`src/rtl/snd_pkg.sv`:
```
// snd_pkg: sound-code definitions shared by the tone player and the sequencers
//   SOUND_W     width of the sound-code bus
//   SILENCE     code that means "no tone"
//   half_period half-period in clk cycles for a code (code 1 = base_half)
package snd_pkg;
  localparam int unsigned SOUND_W = 4;
  localparam logic [SOUND_W-1:0] SILENCE = 4'd0;
  function automatic int unsigned half_period(input logic [SOUND_W-1:0] code,
                                              input int unsigned base_half,
                                              input int unsigned step);
    return code == SILENCE ? base_half : base_half - (32'(code) - 32'd1) * step;
  endfunction
endpackage

```
`src/rtl/tone_player_step_ticker.sv`:
```
// step_ticker: periodic one-cycle step pulse generator
//   clk    in  system clock
//   reset  in  synchronous active-low reset
//   enable in  1 = count; 0 = hold count at 0 (partial count discarded)
//   next   out registered pulse, high for one cycle every TICK_DIV cycles
module step_ticker #(
  parameter int unsigned TICK_DIV = 5_000_000,
  parameter int unsigned DIV_W    = 24
) (
  input  logic clk,
  input  logic reset,
  input  logic enable,
  output logic next
);
  logic [DIV_W-1:0] tick_q, tick_d;
  logic next_q, next_d, wrap;
  always_comb begin
    wrap   = tick_q == DIV_W'(TICK_DIV - 1);
    tick_d = (!enable || wrap) ? '0 : tick_q + DIV_W'(1);
    next_d = enable && wrap;
  end
  always_ff @(posedge clk) begin
    if (!reset) begin
      tick_q <= '0;
      next_q <= 1'b0;
    end else begin
      tick_q <= tick_d;
      next_q <= next_d;
    end
  end
  assign next = next_q;
endmodule

```
`src/rtl/tone_player.sv`:
```
// tone_player: sound code to square-wave speaker drive, plus sequencer step tick
//   clk         in  system clock
//   reset       in  synchronous active-low reset
//   enable      in  1 = run the step tick generator
//   mute        in  1 = force speaker silent, tone phase cleared
//   sound       in  sound code (0 = silence, 1..15 = tone index)
//   next        out one-cycle step pulse every TICK_DIV cycles
//   speaker     out square-wave drive, period 2*HALF(code)
//   tone_active out 1 while a non-zero unmuted code is playing
module tone_player
  import snd_pkg::*;
#(
  parameter int unsigned TICK_DIV  = 5_000_000,
  parameter int unsigned BASE_HALF = 113_636,
  parameter int unsigned STEP      = 5_000,
  parameter int unsigned DIV_W     = 24
) (
  input  logic               clk,
  input  logic               reset,
  input  logic               enable,
  input  logic               mute,
  input  logic [SOUND_W-1:0] sound,
  output logic               next,
  output logic               speaker,
  output logic               tone_active
);
  logic [SOUND_W-1:0] code_q;
  logic [DIV_W-1:0] half_q, half_d, half_m1;
  logic spk_q, spk_d, act_q, act_d, silent, term;
  step_ticker #(.TICK_DIV(TICK_DIV), .DIV_W(DIV_W)) u_ticker (
    .clk    (clk),
    .reset  (reset),
    .enable (enable),
    .next   (next)
  );
  // A code change outranks the terminal count so every new tone starts low at phase 0.
  always_comb begin
    half_m1 = DIV_W'(half_period(code_q, BASE_HALF, STEP) - 32'd1);
    silent  = (sound != code_q) || mute || (code_q == SILENCE);
    term    = half_q == half_m1;
    half_d  = (silent || term) ? '0 : half_q + DIV_W'(1);
    spk_d   = silent ? 1'b0 : (term ? ~spk_q : spk_q);
    act_d   = (sound != SILENCE) && !mute;
  end
  always_ff @(posedge clk) begin
    if (!reset) begin
      code_q <= SILENCE;
      half_q <= '0;
      spk_q  <= 1'b0;
      act_q  <= 1'b0;
    end else begin
      code_q <= sound;
      half_q <= half_d;
      spk_q  <= spk_d;
      act_q  <= act_d;
    end
  end
  assign speaker     = spk_q;
  assign tone_active = act_q;
endmodule

```
`config.mk`:
```
export PLATFORM = sky130hd
export DESIGN_NAME = tone_player
export DESIGN_NICKNAME = d
export VERILOG_FILES = /design/src/rtl/snd_pkg.sv /design/src/rtl/tone_player_step_ticker.sv /design/src/rtl/tone_player.sv
export SDC_FILE = /design/constraint.sdc
export NUM_CORES = 1
export LEC_CHECK = 0
export CORE_ASPECT_RATIO = 1.1
export CORE_UTILIZATION = 30
export DETAILED_ROUTE_END_ITERATION = 8
export SYNTH_ARGS = -nofsm -noshare
export SYNTH_HDL_FRONTEND = slang
export SYNTH_SLANG_ARGS = --single-unit
```
`constraint.sdc`:
```
create_clock -name clk -period 19.1 [get_ports clk]
set_clock_uncertainty 0.2 [all_clocks]
set_input_delay 4.775 -clock clk [delete_from_list [all_inputs] [get_ports clk]]
set_output_delay 4.775 -clock clk [all_outputs]
set_load 0.02 [all_outputs]
```
Yosys cells after proc, flatten, opt, wreduce, memory -nomap -nowiden
Index checks and enable logic that the tools add are counted.
{ "word_totals": {"out_inout_bits": 3, "register_bits": 55, "word_cells": 31, "input_bits": 8} }
{ "op_classes": {"n_mul": 1, "bitwise": 2, "addsub": 5, "reduce_logical": 13, "n_mux": 1, "n_eq_ne": 3} }
{ "op_table": {"columns": ["cell", "n"], "rows": [
  ["24-bit by 1-bit adder with 24-bit output (second input constant)", 2],
  ["32-bit by 10-bit multiplier with 21-bit output (second input constant)", 1],
  ["24-bit by 23-bit equality test with 1-bit output (second input constant)", 1],
  ["24-bit equality test", 1],
  ["24-bit two-way mux", 1],
  ["17-bit by 24-bit subtractor with 24-bit output (first input constant)", 1],
  ["24-bit by 1-bit subtractor with 24-bit output (second input constant)", 1],
  ["2-bit OR reduction", 3],
  ["4-bit by 1-bit subtractor with 5-bit output (second input constant)", 1],
  ["4-bit zero test", 1],
  ["1-bit logical OR", 4],
  ["4-bit != test", 1],
  ["4-bit nonzero test", 1],
  ["1-bit logical AND", 2],
  ["1-bit zero test", 2],
  ["1-bit inverter", 2]
]} }

Depth between registers and ports, before layout
Gate-level depths: netlist (run 1).
{ "depth": {"depth_word": 8, "ltp_mapped": 27} }

Modules after synthesis
From an unflattened synthesis (run 1), not the netlist that was laid out.
{ "hier_totals": {"cells_unflattened": 568, "hier_area_um2": 4589.4} }
{ "modules_own_cells": {"columns": ["module", "instances", "cells_per_inst", "area_per_inst_um2"], "rows": [
  ["tone_player", 1, 433, 3460.8],
  ["step_ticker", 1, 135, 1128.6]
]} }

Least setup slack after synthesis (run 1)
Ideal clock, no wire load.
{ "synth_path": {"kind": "register -> register", "start": "register code_q[0]", "end": "register half_q[10]", "arrival_time_ns": 6.783, "required_ns": 18.768, "setup_ns": 0.132, "path_slack_ns": 11.985, "stages_incl_launch_ff": 28, "path_cell_list": "dfxtp_1 > buf_2 > inv_1 > ha_1 > buf_4 > or3b_4 > inv_1 > buf_1 > ha_1 > inv_1 > ha_1 > inv_1 > fa_1 > ha_1 > fa_1 > ha_1 > buf_2 > a21oi_1 > nand2_1 > o221a_2 > a211oi_1 > o21ai_1 > xnor2_1 > nand2_1 > a2111o_1 > nor3_2 > buf_2 > nor3_1"} }
{ "synth_via": {"elab_chain_len": 8, "elab_cells_between_ends": 12, "classes_between": "add/sub (3); mul (1); eq/ne (2); mux (1); reduce/logical (5)"} }
{ "synth_lines": {"columns": ["element", "line", "text"], "rows": [
  ["start, declared", "tone_player.sv:27", "logic [SOUND_W-1:0] code_q;"],
  ["start signal, assigned", "tone_player.sv:52", "code_q <= sound;"],
  ["4-bit by 1-bit subtractor with 5-bit output", "snd_pkg.sv:11", "return code == SILENCE ? base_half : base_half - (32'(code) - 32'd1) * step;"],
  ["32-bit by 10-bit multiplier with 21-bit output", "snd_pkg.sv:11", null],
  ["17-bit by 24-bit subtractor with 24-bit output", "snd_pkg.sv:11", null],
  ["24-bit two-way mux", "snd_pkg.sv:11", null],
  ["24-bit by 1-bit subtractor with 24-bit output", "tone_player.sv:38", "half_m1 = DIV_W'(half_period(code_q, BASE_HALF, STEP) - 32'd1);"],
  ["24-bit equality test", "tone_player.sv:40", "term = half_q == half_m1;"],
  ["1-bit logical OR (*)", "tone_player.sv:41", "half_d = (silent || term) ? '0 : half_q + DIV_W'(1);"],
  ["2-bit OR reduction (no source line) (*)", null, null],
  ["end signal, assigned", "tone_player.sv:53", "half_q <= half_d;"],
  ["end, declared", "tone_player.sv:28", "logic [DIV_W-1:0] half_q, half_d, half_m1;"]
]} }
Mark *: on every way between the ends. The rest lies on a longest branch, timed or not.
A chain may end at the register's enable or synchronous reset.

Worst setup path in the final report (run 1)
{ "layout_path": {"start": "register code_q[0]", "end": "register half_q[20]"} }
The elaborated chain is that of the path after synthesis.

==> impl_summary.txt, run 1 <==
----------------------------------------------------
[Worst setup path]
  Cells traversed along the worst timing path ... inv_1, ha_1, or3b_4, inv_1, ha_1, inv_1, ha_1, inv_1, fa_1, ha_1, fa_1, ha_1, o211ai_1, a21oi_1, o32ai_1, a211oi_1, o21ai_1, xnor2_1, nand2_1, a2111o_1, nor3_2, buf_4, nor3_1
  Critical path required time ... 19.03 ns
  Cells on worst reg2reg path ... 23
  Crit path capture type ... register
  Endpoint of the worst-slack reg-to-reg timing path ... half_q[20]$_SDFF_PP0_
  Setup slack of the most critical reg-to-reg path ... 11.71 ns
  Critical R2R Launch ... code_q[0]$_SDFF_PN0_
  Path type of the worst setup path ... register to register
  Worst-path fanout max ... 24
  Arrival time at the worst endpoint ... 7.32 ns
  Timing endpoint of the critical path ... half_q[20]$_SDFF_PP0_
  CP top delay family ... adder cells
  Cell seen most often among critical-path stages ... ha_1
  Number of cells on the critical path ... 23
  Critical path startpoint category ... register
  Start point of the critical path ... code_q[0]$_SDFF_PN0_
  Total buffers and inverters traversed by the critical path ... 5
  Worst-path cell with the longest stage delay ... or3b_4
  Stage delay of the slowest cell on the critical path ... 0.55 ns

[Clocking]
  Clock tree from TritonCTS ... built
  CTS H-tree depth ... 2
  Insertion delay to the later sink of the worst-skew pair ... 0.29 ns
  Post-CTS Setup Inserts ... 0
  Worst-case clock buffer depth ... 2
  Hold_buf cts ... 0
  Number of CTS-inserted buffers ... 5
  Cell at the root of the clock tree ... clkbuf_16
  Post-cts sizing count ... 0
  Total clock sinks ... 55
  Clock-pin slew reported for the worst setup and hold paths after clock tree synthesis ... 0.08 ns

[Place]
  Last weighted congestion value of the routability-driven placer ... 0.812
  Half-perimeter wire length after detailed placement ... 7210 um
  Count of port buffers added during placement ... 10

[Global routing]
  Met1 layer usage reported by global route ... 0.157
  Pin count of the biggest net entering global routing ... 26
  Global-route usage over all layers ... 0.128
  Met3 usage in global routing ... 0.0131
  GRT Residual Overflow ... 0
  Global routing met2 resource utilization ... 0.236
  First-pass GRT wire length ... 16,500 um
  Grt peak-use layer ... met2
  Initial antenna violation count ... 0
  Vias in the first global route ... 3,671

[Synth]
  Cells taking the most area after synthesis ... dfxtp_1 25%, ha_1 11%, xor2_1 9.4%, xnor2_1 6.1%, fa_1 4.9%
  Area leader, netlist ... dfxtp_1
  Most frequent cell after synthesis ... nor2_1
  Portion of the post-synthesis area used by sequential elements ... 0.246
  Most common flop cell mapped by yosys ... dfxtp_1
  Count of flip-flops with a built-in enable after synthesis ... 0
  Post-synth top cells ... 58 x nor2_1, 55 x dfxtp_1, 48 x xor2_1, 38 x ha_1
  Share of Yosys cell area claimed by the top area cell type ... 0.246
  FFs w/ async S/R, synth ... 0
  Synth Instances ... 533
  Synthesized Nets ... 590
  Yosys warning count ... 0
  Number of distinct library cell variants in the gate-level netlist after synthesis ... 67
  Number of synthesized register bits ... 55
  Average instance area after synthesis ... 8.38 um^2
  Area of the mapped netlist ... 4470 um^2

[Finish]
  NumNets Final ... 589
  Fillers ... 1,524
  Proportion of layout cells with a drive suffix above 1 ... 0.0544
  Layout area overhead ... 9.86%
  Final antenna diode count ... 0

[Timing]
  Min cycle time layout ... 7.39 ns
  Worst slew pin tran ... 1.11 ns
  Setup repair after global routing missed its margin ... no
  Final-report max-slew violation count ... 0
  Highest Clock Rate ... 135 MHz
  Worst slew margin relative to its limit ... 0.256
  Post-route clock period utilization ... 0.387
  Fin Setup TNS ... 0 ns
  Number of setup violations in the final report ... 0
  Total count of hold-check failures in the final report ... 0

[Routing]
  Vias ... 3,677
  Detail-routed via count per cell ... 5.07
  Number of routed nets with antenna violations ... 0
  DR pass1 iterations ... 4
  Average wire per cell in the routed design ... 12.9 um
  Wire length reported by the detailed router ... 9340 um
  Initial DRC count ... 209
  DRC ... 0

[Pwr]
  Ratio of total power to cell area ... 141 nW/um^2
  Total Power ... 691 uW
  Peak supply drop ... 0.0000587 V
  Leakage power of the design ... 1.83 nW

[Status]
  Run status ... finished clean

[Hold path]
  Type of the worst min-delay path ... register to register

[Floorplan]
  Starting utilization of the core area ... 0.308
  Horizontal die dimension ... 118 um
  Core Footprint ... 14,500 um^2
  Die Y-Extent ... 130 um
  Total die area ... 15,400 um^2
  Io pins ... 11
  Standard-cell rows ... 46

[Run]
  Count of maximum capacitance violations ... 0

----------------------------------------------------
kinds of logic (layout without fill, tap and decap cells):
family,Yosys count,count (layout),synth area share
flops,55,55,0.246
mux,6,6,0.0134
xor+xnor,82,82,0.168
compound gates,78,78,0.125
fa+ha+maj,49,49,0.156
buf+inv,45,45,0.0412
simple gates,218,218,0.250
area by class of cell:
cell class	instances	area (um^2)	area share
clock inverter	3	50.0	0.0102
sequential	55	1100	0.224
inverter	25	93.8	0.0191
multi-input combinational	433	3180	0.648
clock buffer	5	125	0.0255
tap	192	240	0.0490
timing repair buffer	12	115	0.0235
layer usage:
metal | routed length, um | up-vias
met1 | 4440 | 1748
met3 | 172 | 11
met5 | 0 | -
met4 | 121 | 0
li1 | - | 1870
met2 | 4610 | 48
worst min-delay path by stage:
stage,from,endpoint,cells past startpoint
2_1_floorplan,u_ticker.tick_q[0]$_SDFF_PP0_,u_ticker.tick_q[0]$_SDFF_PP0_,1
3_3_place_gp,u_ticker.tick_q[0]$_SDFF_PP0_,u_ticker.tick_q[0]$_SDFF_PP0_,1
3_5_place_dp,u_ticker.tick_q[0]$_SDFF_PP0_,u_ticker.tick_q[0]$_SDFF_PP0_,1
4_1_cts,u_ticker.tick_q[0]$_SDFF_PP0_,u_ticker.tick_q[0]$_SDFF_PP0_,1
5_1_grt,u_ticker.tick_q[0]$_SDFF_PP0_,u_ticker.tick_q[0]$_SDFF_PP0_,1
6_report,u_ticker.tick_q[0]$_SDFF_PP0_,u_ticker.tick_q[0]$_SDFF_PP0_,1
power by group:
part           total [mW]  internal [mW]  switching [mW]  leakage (nW)
combinational       0.468          0.195           0.273          1.30
clock               0.106         0.0633          0.0430        0.0863
sequential          0.117          0.115         0.00147         0.444
state kept, by name, summed over array words and instances, names as in the netlist:
register,cells
u_ticker.tick_q,24
u_ticker.next,1
tone_active,1
half_q,24
code_q,4
speaker,1
cell usage in the layout, fill, tap and decap left out, types with 6 or more instances in the layout:
cell type / instances
o211ai_1: 6
nand4_1: 12
nor2_1: 58
clkdlybuf4s50_1: 10
o21ai_0: 9
dfxtp_1: 55
nor3_1: 34
nand2_1: 34
nand3_1: 23
a21oi_1: 20
xor2_1: 48
fa_1: 11
inv_1: 25
and3_1: 11
ha_1: 38
xnor2_1: 31
and2_1: 7
mux2i_1: 6
metrics by stage:
stage	std cells	setup slack [ns]	instance area (um^2)	utilization	hold slack [ns]
6_report	725	11.71	4910	0.338	0.287
5_1_grt	725	11.08	4910	0.338	0.296
4_1_cts	725	11.65	4910	0.338	0.282
3_5_place_dp	717	11.69	4730	0.326	0.267
3_3_place_gp	717	11.82	4730	0.326	0.256
2_1_floorplan	533	11.98	4470	-	0.238
Note: power is estimated with default switching activity, not from simulation.
==> inputs of run 2 (changes only) <==
==> constraint.sdc (replaced) <==
create_clock -name clk -period 7.7 [get_ports clk]
set_clock_uncertainty 0.2 [all_clocks]
set_input_delay 1.925 -clock clk [delete_from_list [all_inputs] [get_ports clk]]
set_output_delay 1.925 -clock clk [all_outputs]
set_load 0.02 [all_outputs]
==> run 2 against run 1 <==
Net effect:
- clock power is 150% higher
- register-to-register slack worse by 11 ns
- largest cell class unchanged
- critical path depth is 3 lower
- setup slack worse by 11 ns
- flip-flop and latch count stayed put
- non-clock buffer count is 2 higher
- core utilization is 0.14 points higher
- critical endpoint is now speaker$_SDFFE_PP0N_
- highest routed layer unchanged
- power is 150% higher
- sequential power is 150% higher
- final area is 0.41% higher
- global-route usage is 0.13 points higher
- sequential share of layout area is 0.091 points lower
==> impl_summary.txt, run 2 (synthesized netlist as in run 1, its figures left out) <==
----------------------------------------------------
[Timing]
  Total count of hold-check failures in the final report ... 0 (unchanged)
  Setup repair after global routing missed its margin ... no (unchanged)
  Min cycle time layout ... 7.02 ns (was 7.39 ns)
  Final-report max-slew violation count ... 0 (unchanged)
  Worst slew margin relative to its limit ... 0.306 (was 0.256)
  Number of setup violations in the final report ... 0 (unchanged)
  Fin Setup TNS ... 0 ns (unchanged)
  Highest Clock Rate ... 143 MHz (was 135 MHz)
  Worst slew pin tran ... 1.04 ns (was 1.11 ns)
  Worst slack on hold paths ... 0.283 ns (was 0.287 ns)
  Post-route clock period utilization ... 0.911 (was 0.387)

[Routing]
  DRC ... 0 (unchanged)
  DR pass1 iterations ... 4 (unchanged)
  Detail-routed via count per cell ... 4.98 (was 5.07)
  Number of routed nets with antenna violations ... 0 (unchanged)
  Initial DRC count ... 184 (was 209)
  Vias ... 3,623 (was 3,677)
  Wire length reported by the detailed router ... 9340 um (about the same)
  Average wire per cell in the routed design ... 12.8 um (was 12.9 um)

[Pwr]
  Flop pwr share ... 0.169 (about the same)
  Power share of the clock group ... 0.153 (was 0.154)
  Ratio of total power to cell area ... 347 nW/um^2 (was 141 nW/um^2)
  Net switching fraction of the power ... 0.457 (was 0.460)
  Peak supply drop ... 0.000153 V (was 0.0000587 V)
  Portion of total power attributed to combinational logic ... 0.678 (was 0.677)
  Total internal power ... 930 uW (was 373 uW)
  Leakage power of the design ... 1.84 nW (was 1.83 nW)
  Switching Power ... 781 uW (was 318 uW)

[Finish]
  Final antenna diode count ... 0 (unchanged)
  Multi-input logic area ... 3180 um^2 (unchanged)
  Post-Route Utilization ... 0.340 (was 0.338)
  Commonest non-fill, non-tap cell in the layout ... nor2_1 (unchanged)
  Summed area of non-filler cells in the final layout ... 4930 um^2 (was 4910 um^2)
  Layout area overhead ... 10.3% (was 9.86%)
  Registers with the highest flip-flop counts ... half_q (24), u_ticker.tick_q (24), code_q (4) (unchanged)
  Proportion of layout cells with a drive suffix above 1 ... 0.0579 (was 0.0544)
  Fillers ... 1,525 (was 1,524)
  NumNets Final ... 591 (was 589)
  Reg area ... 1100 um^2 (unchanged)
  Commonest cells after routing, fill and taps aside ... 58 x nor2_1, 55 x dfxtp_1, 48 x xor2_1 (unchanged)
  Count of placed standard cells in the final layout, fillers left out ... 727 (was 725)

[Floorplan]
  Io pins ... 11 (unchanged)
  Die Y-Extent ... 130 um (unchanged)
  Starting utilization of the core area ... 0.308 (unchanged)
  Total die area ... 15,400 um^2 (unchanged)
  Core Footprint ... 14,500 um^2 (unchanged)
  Horizontal die dimension ... 118 um (unchanged)
  Standard-cell rows ... 46 (unchanged)

[Global routing]
  First-pass GRT wire length ... 16,500 um (unchanged)
  Pin count of the biggest net entering global routing ... 26 (unchanged)
  Vias in the first global route ... 3,586 (was 3,671)
  Global-route usage over all layers ... 0.130 (was 0.128)
  Grt peak-use layer ... met2 (unchanged)
  Initial antenna violation count ... 0 (unchanged)
  Met1 layer usage reported by global route ... 0.157 (about the same)
  GRT Residual Overflow ... 0 (unchanged)
  Global routing met2 resource utilization ... 0.243 (was 0.236)
  Met3 usage in global routing ... 0.0105 (was 0.0131)

[Clocking]
  Post-cts sizing count ... 0 (unchanged)
  Number of CTS-inserted buffers ... 5 (unchanged)
  Total clock sinks ... 55 (unchanged)
  Hold_buf cts ... 0 (unchanged)
  Post-CTS Setup Inserts ... 0 (unchanged)
  Worst-case clock buffer depth ... 2 (unchanged)
  Cell at the root of the clock tree ... clkbuf_16 (unchanged)
  Clock tree from TritonCTS ... built (unchanged)
  Insertion delay to the later sink of the worst-skew pair ... 0.29 ns (about the same)
  CTS H-tree depth ... 2 (unchanged)
  Clock-pin slew reported for the worst setup and hold paths after clock tree synthesis ... 0.07 ns (was 0.08 ns)

[Place]
  Last weighted congestion value of the routability-driven placer ... 0.815 (was 0.812)
  DP Cell Count ... 719 (was 717)
  Half-perimeter wire length after detailed placement ... 7270 um (was 7210 um)
  Area after detailed placement ... 4750 um^2 (was 4730 um^2)
  Count of port buffers added during placement ... 10 (unchanged)

[Worst setup path]
  Arrival time at the worst endpoint ... 7.01 ns (was 7.32 ns)
  Worst-path fanout max ... 13 (was 24)
  Cells on worst reg2reg path ... 20 (was 23)
  Path type of the worst setup path ... register to register (unchanged)
  Crit path capture type ... register (unchanged)
  Critical path required time ... 7.69 ns (was 19.03 ns)
  Critical path startpoint category ... register (unchanged)

[Hold path]
  Type of the worst min-delay path ... register to register (unchanged)
  Number of instances on the worst hold path ... 1 (unchanged)

[Status]
  Run status ... finished clean (unchanged)

[Run]
  Count of maximum capacitance violations ... 0 (unchanged)

----------------------------------------------------
run 2: cell count changes in the layout (fill, tap and decap cells not counted), sizes merged:
| cell | change |
|---|---|
| clkinv | +2 |
| inv | -2 |
| buf | +2 |
run 2: critical path, stage by stage, from the launching register on:
cell and delay, ns:
dfxtp_1 0.41, inv_1 0.25, ha_1 0.43, or3b_4 0.54, inv_1 0.22, buf_4 0.25, ha_1 0.27, fa_1 0.48
ha_1 0.32, fa_1 0.46, ha_1 0.43, a21oi_1 0.29, nand2_1 0.08, o221a_2 0.27, a211oi_1 0.36, o21ai_1 0.25
xnor2_1 0.20, nand2_1 0.07, a2111o_1 0.45, or4_1 0.51, a21oi_1 0.16
run 2: area by class of cell:
class | instances | share of cell area
Clock inverter | 3 | 0.0112
Tap cell | 192 | 0.0488
Sequential cell | 55 | 0.223
Clock buffer | 5 | 0.0254
Timing Repair Buffer | 14 | 0.0264
Inverter | 25 | 0.0190
Multi-Input combinational cell | 433 | 0.646
run 2: worst paths after layout:
path                                  from                       endpoint  slack, ns
max                   code_q[0]$_SDFF_PN0_           speaker$_SDFFE_PP0N_       0.68
min          u_ticker.tick_q[0]$_SDFF_PP0_  u_ticker.tick_q[0]$_SDFF_PP0_       0.28
max reg2reg           code_q[0]$_SDFF_PN0_           speaker$_SDFFE_PP0N_       0.68
min reg2reg  u_ticker.tick_q[0]$_SDFF_PP0_  u_ticker.tick_q[0]$_SDFF_PP0_       0.28
run 2: metal layers:
layer | vias up | share of wire
met2 | 44 | 0.49
met3 | 9 | 0.019
met1 | 1694 | 0.48
met4 | 0 | 0.013
li1 | 1876 | -
met5 | - | 0
run 2: per-stage QoR:
stage	total power, mW	setup WS, ns
after floorplan	1.23	0.585
after global placement	1.44	0.849
after detailed placement	1.44	0.740
after CTS	1.72	0.699
after global routing	1.88	0.0956
final	1.71	0.683
run 2: power by group through the flow:
stage                     logic, mW  clock network (mW)  registers, mW
after detailed placement       1.15                   0          0.296
after floorplan               0.938                   0          0.294
final                          1.16               0.262          0.290
after global placement         1.14                   0          0.296
after global routing           1.31               0.285          0.290
after CTS                      1.16               0.273          0.290
